===== config.mk =====
export PLATFORM = sky130hd
export DESIGN_NAME = rf_wb_sched
export DESIGN_NICKNAME = d
export VERILOG_FILES = /design/src/rtl/rf_wb_sched.sv
export SDC_FILE = /design/constraint.sdc
export NUM_CORES = 1
export LEC_CHECK = 0
export CAP_MARGIN = 5
export CELL_PAD_IN_SITES_DETAIL_PLACEMENT = 1
export CELL_PAD_IN_SITES_GLOBAL_PLACEMENT = 1
export CORE_MARGIN = 1
export CORE_UTILIZATION = 48
export CTS_BUF_LIST = sky130_fd_sc_hd__clkbuf_8 sky130_fd_sc_hd__clkbuf_16
export DETAILED_ROUTE_END_ITERATION = 10
export PLACE_DENSITY = 0.95
export SLEW_MARGIN = 20
export SYNTH_ARGS = -nofsm -noshare
export SYNTH_HDL_FRONTEND = slang
export SYNTH_SLANG_ARGS = --single-unit

===== constraint.sdc =====
create_clock -name clk -period 3.8 [get_ports clk]
set_clock_uncertainty 0.05 [all_clocks]
set_input_delay 0.38 -clock clk [delete_from_list [all_inputs] [get_ports clk]]
set_output_delay 0.38 -clock clk [all_outputs]
set_load 0.005 [all_outputs]

===== src/rtl/rf_wb_sched.sv =====
// rtl/rf_wb_sched.sv - register-file writeback scheduler merging ALU and buffered memory results
// Optional same-cycle memory bypass into an idle, empty write port: define RF_WB_BYPASS_EN.
module rf_wb_sched #(
    parameter int DEPTH      = 4,
    parameter int AW         = 6,
    parameter int DW         = 16,
    parameter int STARVE_MAX = 3
) (
    input  logic                     clk,
    input  logic                     rst_n,
    input  logic                     alu_we,
    input  logic [AW-1:0]            alu_dst_addr,
    input  logic [DW-1:0]            alu_dst,
    output logic                     alu_stall,
    input  logic                     mem_valid,
    input  logic [AW-1:0]            mem_dst_addr,
    input  logic [DW-1:0]            mem_dst,
    output logic                     mem_ready,
    output logic                     we,
    output logic [AW-1:0]            dst_addr,
    output logic [DW-1:0]            dst,
    input  logic [AW-1:0]            chk_addr0,
    input  logic [AW-1:0]            chk_addr1,
    output logic                     pend0,
    output logic                     pend1,
    output logic [$clog2(DEPTH):0]   fifo_cnt
);
    localparam int PW = $clog2(DEPTH);
    localparam int CW = PW + 1;
    localparam int SW = $clog2(STARVE_MAX + 1);

    logic [AW-1:0]    q_addr [DEPTH];
    logic [DW-1:0]    q_data [DEPTH];
    logic [PW-1:0]    rd_ptr;
    logic [PW-1:0]    wr_ptr;
    logic [CW-1:0]    cnt;
    logic [SW-1:0]    starve_cnt;

    logic             fifo_ne;
    logic             full;
    logic             starve;
    logic             mem_acc;
    logic             enq;
    logic             deq;
    logic             byp;
    logic             alu_issue;
    logic             nxt_we;
    logic [AW-1:0]    nxt_addr;
    logic [DW-1:0]    nxt_dst;
    logic [DEPTH-1:0] ent_valid;
    logic             hit0;
    logic             hit1;

    assign fifo_ne   = (cnt != '0);
    assign full      = (cnt == CW'(DEPTH));
    assign mem_ready = !full;
    assign mem_acc   = mem_valid && !full;
    assign starve    = fifo_ne && (starve_cnt == SW'(STARVE_MAX));
    assign alu_stall = starve;
    assign fifo_cnt  = cnt;

    // Port arbitration: starved FIFO head, then ALU, then FIFO head, then (optionally) bypass.
    always_comb begin
        nxt_we    = 1'b0;
        nxt_addr  = dst_addr;
        nxt_dst   = dst;
        deq       = 1'b0;
        byp       = 1'b0;
        alu_issue = 1'b0;
        if (starve) begin
            deq      = 1'b1;
            nxt_we   = 1'b1;
            nxt_addr = q_addr[rd_ptr];
            nxt_dst  = q_data[rd_ptr];
        end else if (alu_we) begin
            // An r0 ALU write still takes the slot; it is simply not written.
            alu_issue = 1'b1;
            if (alu_dst_addr != '0) begin
                nxt_we   = 1'b1;
                nxt_addr = alu_dst_addr;
                nxt_dst  = alu_dst;
            end
        end else if (fifo_ne) begin
            deq      = 1'b1;
            nxt_we   = 1'b1;
            nxt_addr = q_addr[rd_ptr];
            nxt_dst  = q_data[rd_ptr];
        end else begin
`ifdef RF_WB_BYPASS_EN
            if (mem_acc && (mem_dst_addr != '0)) begin
                byp      = 1'b1;
                nxt_we   = 1'b1;
                nxt_addr = mem_dst_addr;
                nxt_dst  = mem_dst;
            end
`endif
        end
        enq = mem_acc && (mem_dst_addr != '0) && !byp;
    end

    always_ff @(posedge clk) begin
        if (!rst_n) begin
            we         <= 1'b0;
            dst_addr   <= '0;
            dst        <= '0;
            rd_ptr     <= '0;
            wr_ptr     <= '0;
            cnt        <= '0;
            starve_cnt <= '0;
        end else begin
            we       <= nxt_we;
            dst_addr <= nxt_addr;
            dst      <= nxt_dst;
            if (enq) begin
                wr_ptr <= wr_ptr + 1'b1;
            end
            if (deq) begin
                rd_ptr <= rd_ptr + 1'b1;
            end
            case ({enq, deq})
                2'b10:   cnt <= cnt + 1'b1;
                2'b01:   cnt <= cnt - 1'b1;
                default: cnt <= cnt;
            endcase
            if (deq || !fifo_ne) begin
                starve_cnt <= '0;
            end else if (alu_issue && (starve_cnt != SW'(STARVE_MAX))) begin
                starve_cnt <= starve_cnt + 1'b1;
            end
        end
    end

    // Payload storage needs no reset; occupancy alone decides which entries are live.
    always_ff @(posedge clk) begin
        if (enq) begin
            q_addr[wr_ptr] <= mem_dst_addr;
            q_data[wr_ptr] <= mem_dst;
        end
    end

    always_comb begin
        ent_valid = '0;
        hit0      = 1'b0;
        hit1      = 1'b0;
        for (int i = 0; i < DEPTH; i++) begin
            ent_valid[i] = ({1'b0, PW'(PW'(i) - rd_ptr)} < cnt);
            if (ent_valid[i] && (q_addr[i] == chk_addr0)) begin
                hit0 = 1'b1;
            end
            if (ent_valid[i] && (q_addr[i] == chk_addr1)) begin
                hit1 = 1'b1;
            end
        end
        pend0 = (chk_addr0 != '0) && (hit0 || (we && (dst_addr == chk_addr0)));
        pend1 = (chk_addr1 != '0) && (hit1 || (we && (dst_addr == chk_addr1)));
    end

endmodule


==> metrics.md <==
| Metric | Value |
|---|---|
| Asr flop ratio synth | 0% |
| Critical path launch point type | register |
| Num ports | 90 |
| Yosys top cell by area | edfxtp_1 |
| Final hold vios | 0 |
| Tcrit/Tclk final | around nine tenths |
| DR DRC count | 9 |
| GP Congestion | approximately 0.9 |
| FF-to-FF setup slack | a little under 1 ns |
| Post-CTS setup buffer count | 0 |
| Fin crit period | ~3.4 ns |
| Reg2reg end | fifo_cnt[2]$_SDFFE_PN0P_ |
| Worst hold start | starve_cnt[0]$_SDFFE_PP0P_ |
| Starting Density | between 40% and 50% |
| Top-count cell post-synth | edfxtp_1 |
| First-pass detailed-route iteration total | 8 |
| # setup viols final | 0 |
| Min-Delay Path Depth | 1 |
| Post_cts resized | 0 |
| Synthesized area | 5750 um2 |
| Clk sinks | between 100 and 150 |
| Synth cell types | 41 |
| 1st-iter DRT viols | 296 |
| Leakage power | 0.00271 uW |
| Total power | about 4500 uW |
| Violated checks | DRC |
| Top cells by area, synth | edfxtp_1, dfxtp_1, mux4_2, xor2_1, xnor2_1 |
| Fill cell count | approximately 1100 |
| IO buf count | a little under 90 |
| Layout Nets | roughly 560 |
| CTS Buf Count | 17 |
| H-tree depth | 4 |
| Core Rows | 39 |
| Top post-synthesis cells by count | edfxtp_1, xor2_1, dfxtp_1 |
| Clk pin slew, worst setup/hold paths | ~0.06 ns |
| Clk buf depth | 2 |
| Die Span Y | between 100 and 150 um |
| CP Max Fanout | 6 |
| Antenna-violating nets left | 0 |
| Yosys top cell area share | between 40% and 50% |
| Root buffer cell | clkbuf_16 |
| Number of global-route vias before repair | 4009 |
| N_diodes | 0 |
| Pwr Density | just over 600 nW/um2 |
| Total Routing Usage GR | 27.1% |
| Die footprint | approximately 12000 um2 |
| Seq cells post-synth | 122 |
| Fraction of layout instances using a drive strength above 1 | about 14% |
| Fin. max-slew vios | 0 |
| HPWL after detailed placement | ~11000 um |
| Area delta synth->final | 26.3% |
| Worst slew margin | around 30% |
| CTS tree | done |
| Yosys warns | 0 |
| R2R depth | 9 |
| Required @ worst endpoint | between 3 and 4 ns |
| Worst Tran Pin Value | 1.05 ns |
| Status | finished, violations left |
| Worst EP arrival | just under 3 ns |
| Core Area | between 10000 and 15000 um2 |
| First-pass GRT wire length | 24100 um |
| Largest net degree at the start of global routing | 46 |
| Max cap viols | 0 |
| Final setup TNS | 0 ns |
| Cell Area, Placed | around 6700 um2 |
| Worst vdd ir | between 0.7 and 0.8 mV |
| Synthesized Nets | approximately 480 |
| Most used DFF post-synth | edfxtp_1 |
| Clock latency on the worst-skew pair | approximately 0.42 ns |
| WL per Instance | ~25 um |
| Via Count | between 3000 and 4000 |
| Width of the die | between 100 and 150 um |
| Max frequency | just under 300 MHz |
| Initial antenna violation count | 0 |
| Wirelength, routed | around 16000 um |
| Congestion Overflow GR | 0 |
| Hold_buf cts | 0 |
| Vias per cell | between 5 and 6 |
| RSZ-0062 raised after global routing | false |
| CP Class | reg -> out |
| Number of synthesized flops with an enable pin | 88 |
| Final core utilization | between 60% and 70% |
| Sequential area share after synthesis | just under 60% |
| Cell count after synthesis | between 400 and 500 |
| Crit. End Element | primary output |
| Finished Cell Area | 7260 um2 |
| Worst Hold Class | reg -> reg |
| Worst Hold Path EP | starve_cnt[0]$_SDFFE_PP0P_ |
| Mean area per synthesized cell | 14.1 um2 |
| Reg2reg start | fifo_cnt[2]$_SDFFE_PN0P_ |
==> placed cells by master (no fill, tap or decap), drive strengths merged, types with 6 or more instances in the layout <==
| master | n |
|---|---|
| mux4 | 22 |
| nand4 | 6 |
| inv | 12 |
| ha | 10 |
| mux2i | 16 |
| buf | 7 |
| dfxtp | 34 |
| xor2 | 36 |
| clkbuf | 17 |
| and2 | 11 |
| clkinv | 7 |
| o211a | 22 |
| xnor2 | 30 |
| nor2 | 7 |
| nand3 | 17 |
| nor4 | 11 |
| edfxtp | 88 |
| nand2 | 29 |
| clkdlybuf4s50 | 88 |
==> area by class of cell <==
type | count | area [um2] | share of cell area (%)
Multi-Input combinational cell | 247 | 2240 | 30.9
Tap cell | 143 | 179 | 2.46
Clock buffer | 17 | 425 | 5.86
Clock inverter | 14 | 126 | 1.74
Timing Repair Buffer | 95 | 931 | 12.8
Inverter | 9 | 33.8 | 0.465
Sequential cell | 122 | 3320 | 45.8
==> per-layer routing <==
metal / track usage (%) / vias up / share of wire, %
met5: 0 / - / 0
met1: 34.7 / 1885 / 42
met4: 13.3 / 0 / 3.4
met3: 4.84 / 38 / 5.5
li1: - / 1690 / -
met2: 44.7 / 151 / 49
==> flip-flops by register name (all words and copies together), names as in the netlist, named ones only <==
name,flops
dst,16
dst_addr,6
fifo_cnt,3
q_addr,24
q_data,64
rd_ptr,2
starve_cnt,2
we,1
wr_ptr,2
==> through the flow <==
step	hold WS, ns	setup WS, ns	instances
floorplan	0.355	1.43	407
global placement	0.364	0.677	616
detailed placement	0.376	0.551	616
CTS	0.384	0.410	647
global route	0.408	0.267	647
finish	0.379	0.393	647
==> worst max path at each step <==
stage	start	to	slack (ns)
final	fifo_cnt[1]$_SDFFE_PN0P_	pend0	0.39
after global routing	fifo_cnt[1]$_SDFFE_PN0P_	pend0	0.27
after CTS	fifo_cnt[1]$_SDFFE_PN0P_	pend0	0.41
after detailed placement	alu_we	fifo_cnt[2]$_SDFFE_PN0P_	0.55
after global placement	chk_addr0[0]	pend0	0.68
after floorplan	fifo_cnt[1]$_SDFFE_PN0P_	fifo_cnt[2]$_SDFFE_PN0P_	1.43
==> worst max-delay path: stages (launching register included) <==
cell and delay [ns]:
dfxtp_1 0.32, inv_1 0.12, ha_1 0.33, a21boi_0 0.14, o21ba_2 0.29, nor4_1 0.41
nor2_1 0.13, a31oi_1 0.26, clkdlybuf4s50_1 0.55
==> power breakdown <==
part / switching [uW] / leakage (uW) / internal [uW]
registers: 171 / 0.00109 / 1620
clock network: 596 / 0.000268 / 896
logic: 593 / 0.00135 / 609
==> kinds of logic (layout without fill, tap and decap cells) <==
| kind of cell | Yosys count | in the layout | synth area share, % |
|---|---|---|---|
| muxes | 38 | 38 | 11.4 |
| DFF | 122 | 122 | 57.8 |
| buffers and inverters | 38 | 135 | 3.20 |
| AOI/OAI and AO/OA | 38 | 38 | 6.37 |
| xor gates and xnor gates | 66 | 66 | 10.0 |
| and+or+nand+nor | 94 | 94 | 8.68 |
| adders and majority gates | 11 | 11 | 2.52 |
Note: power is estimated with default switching activity, not from simulation.
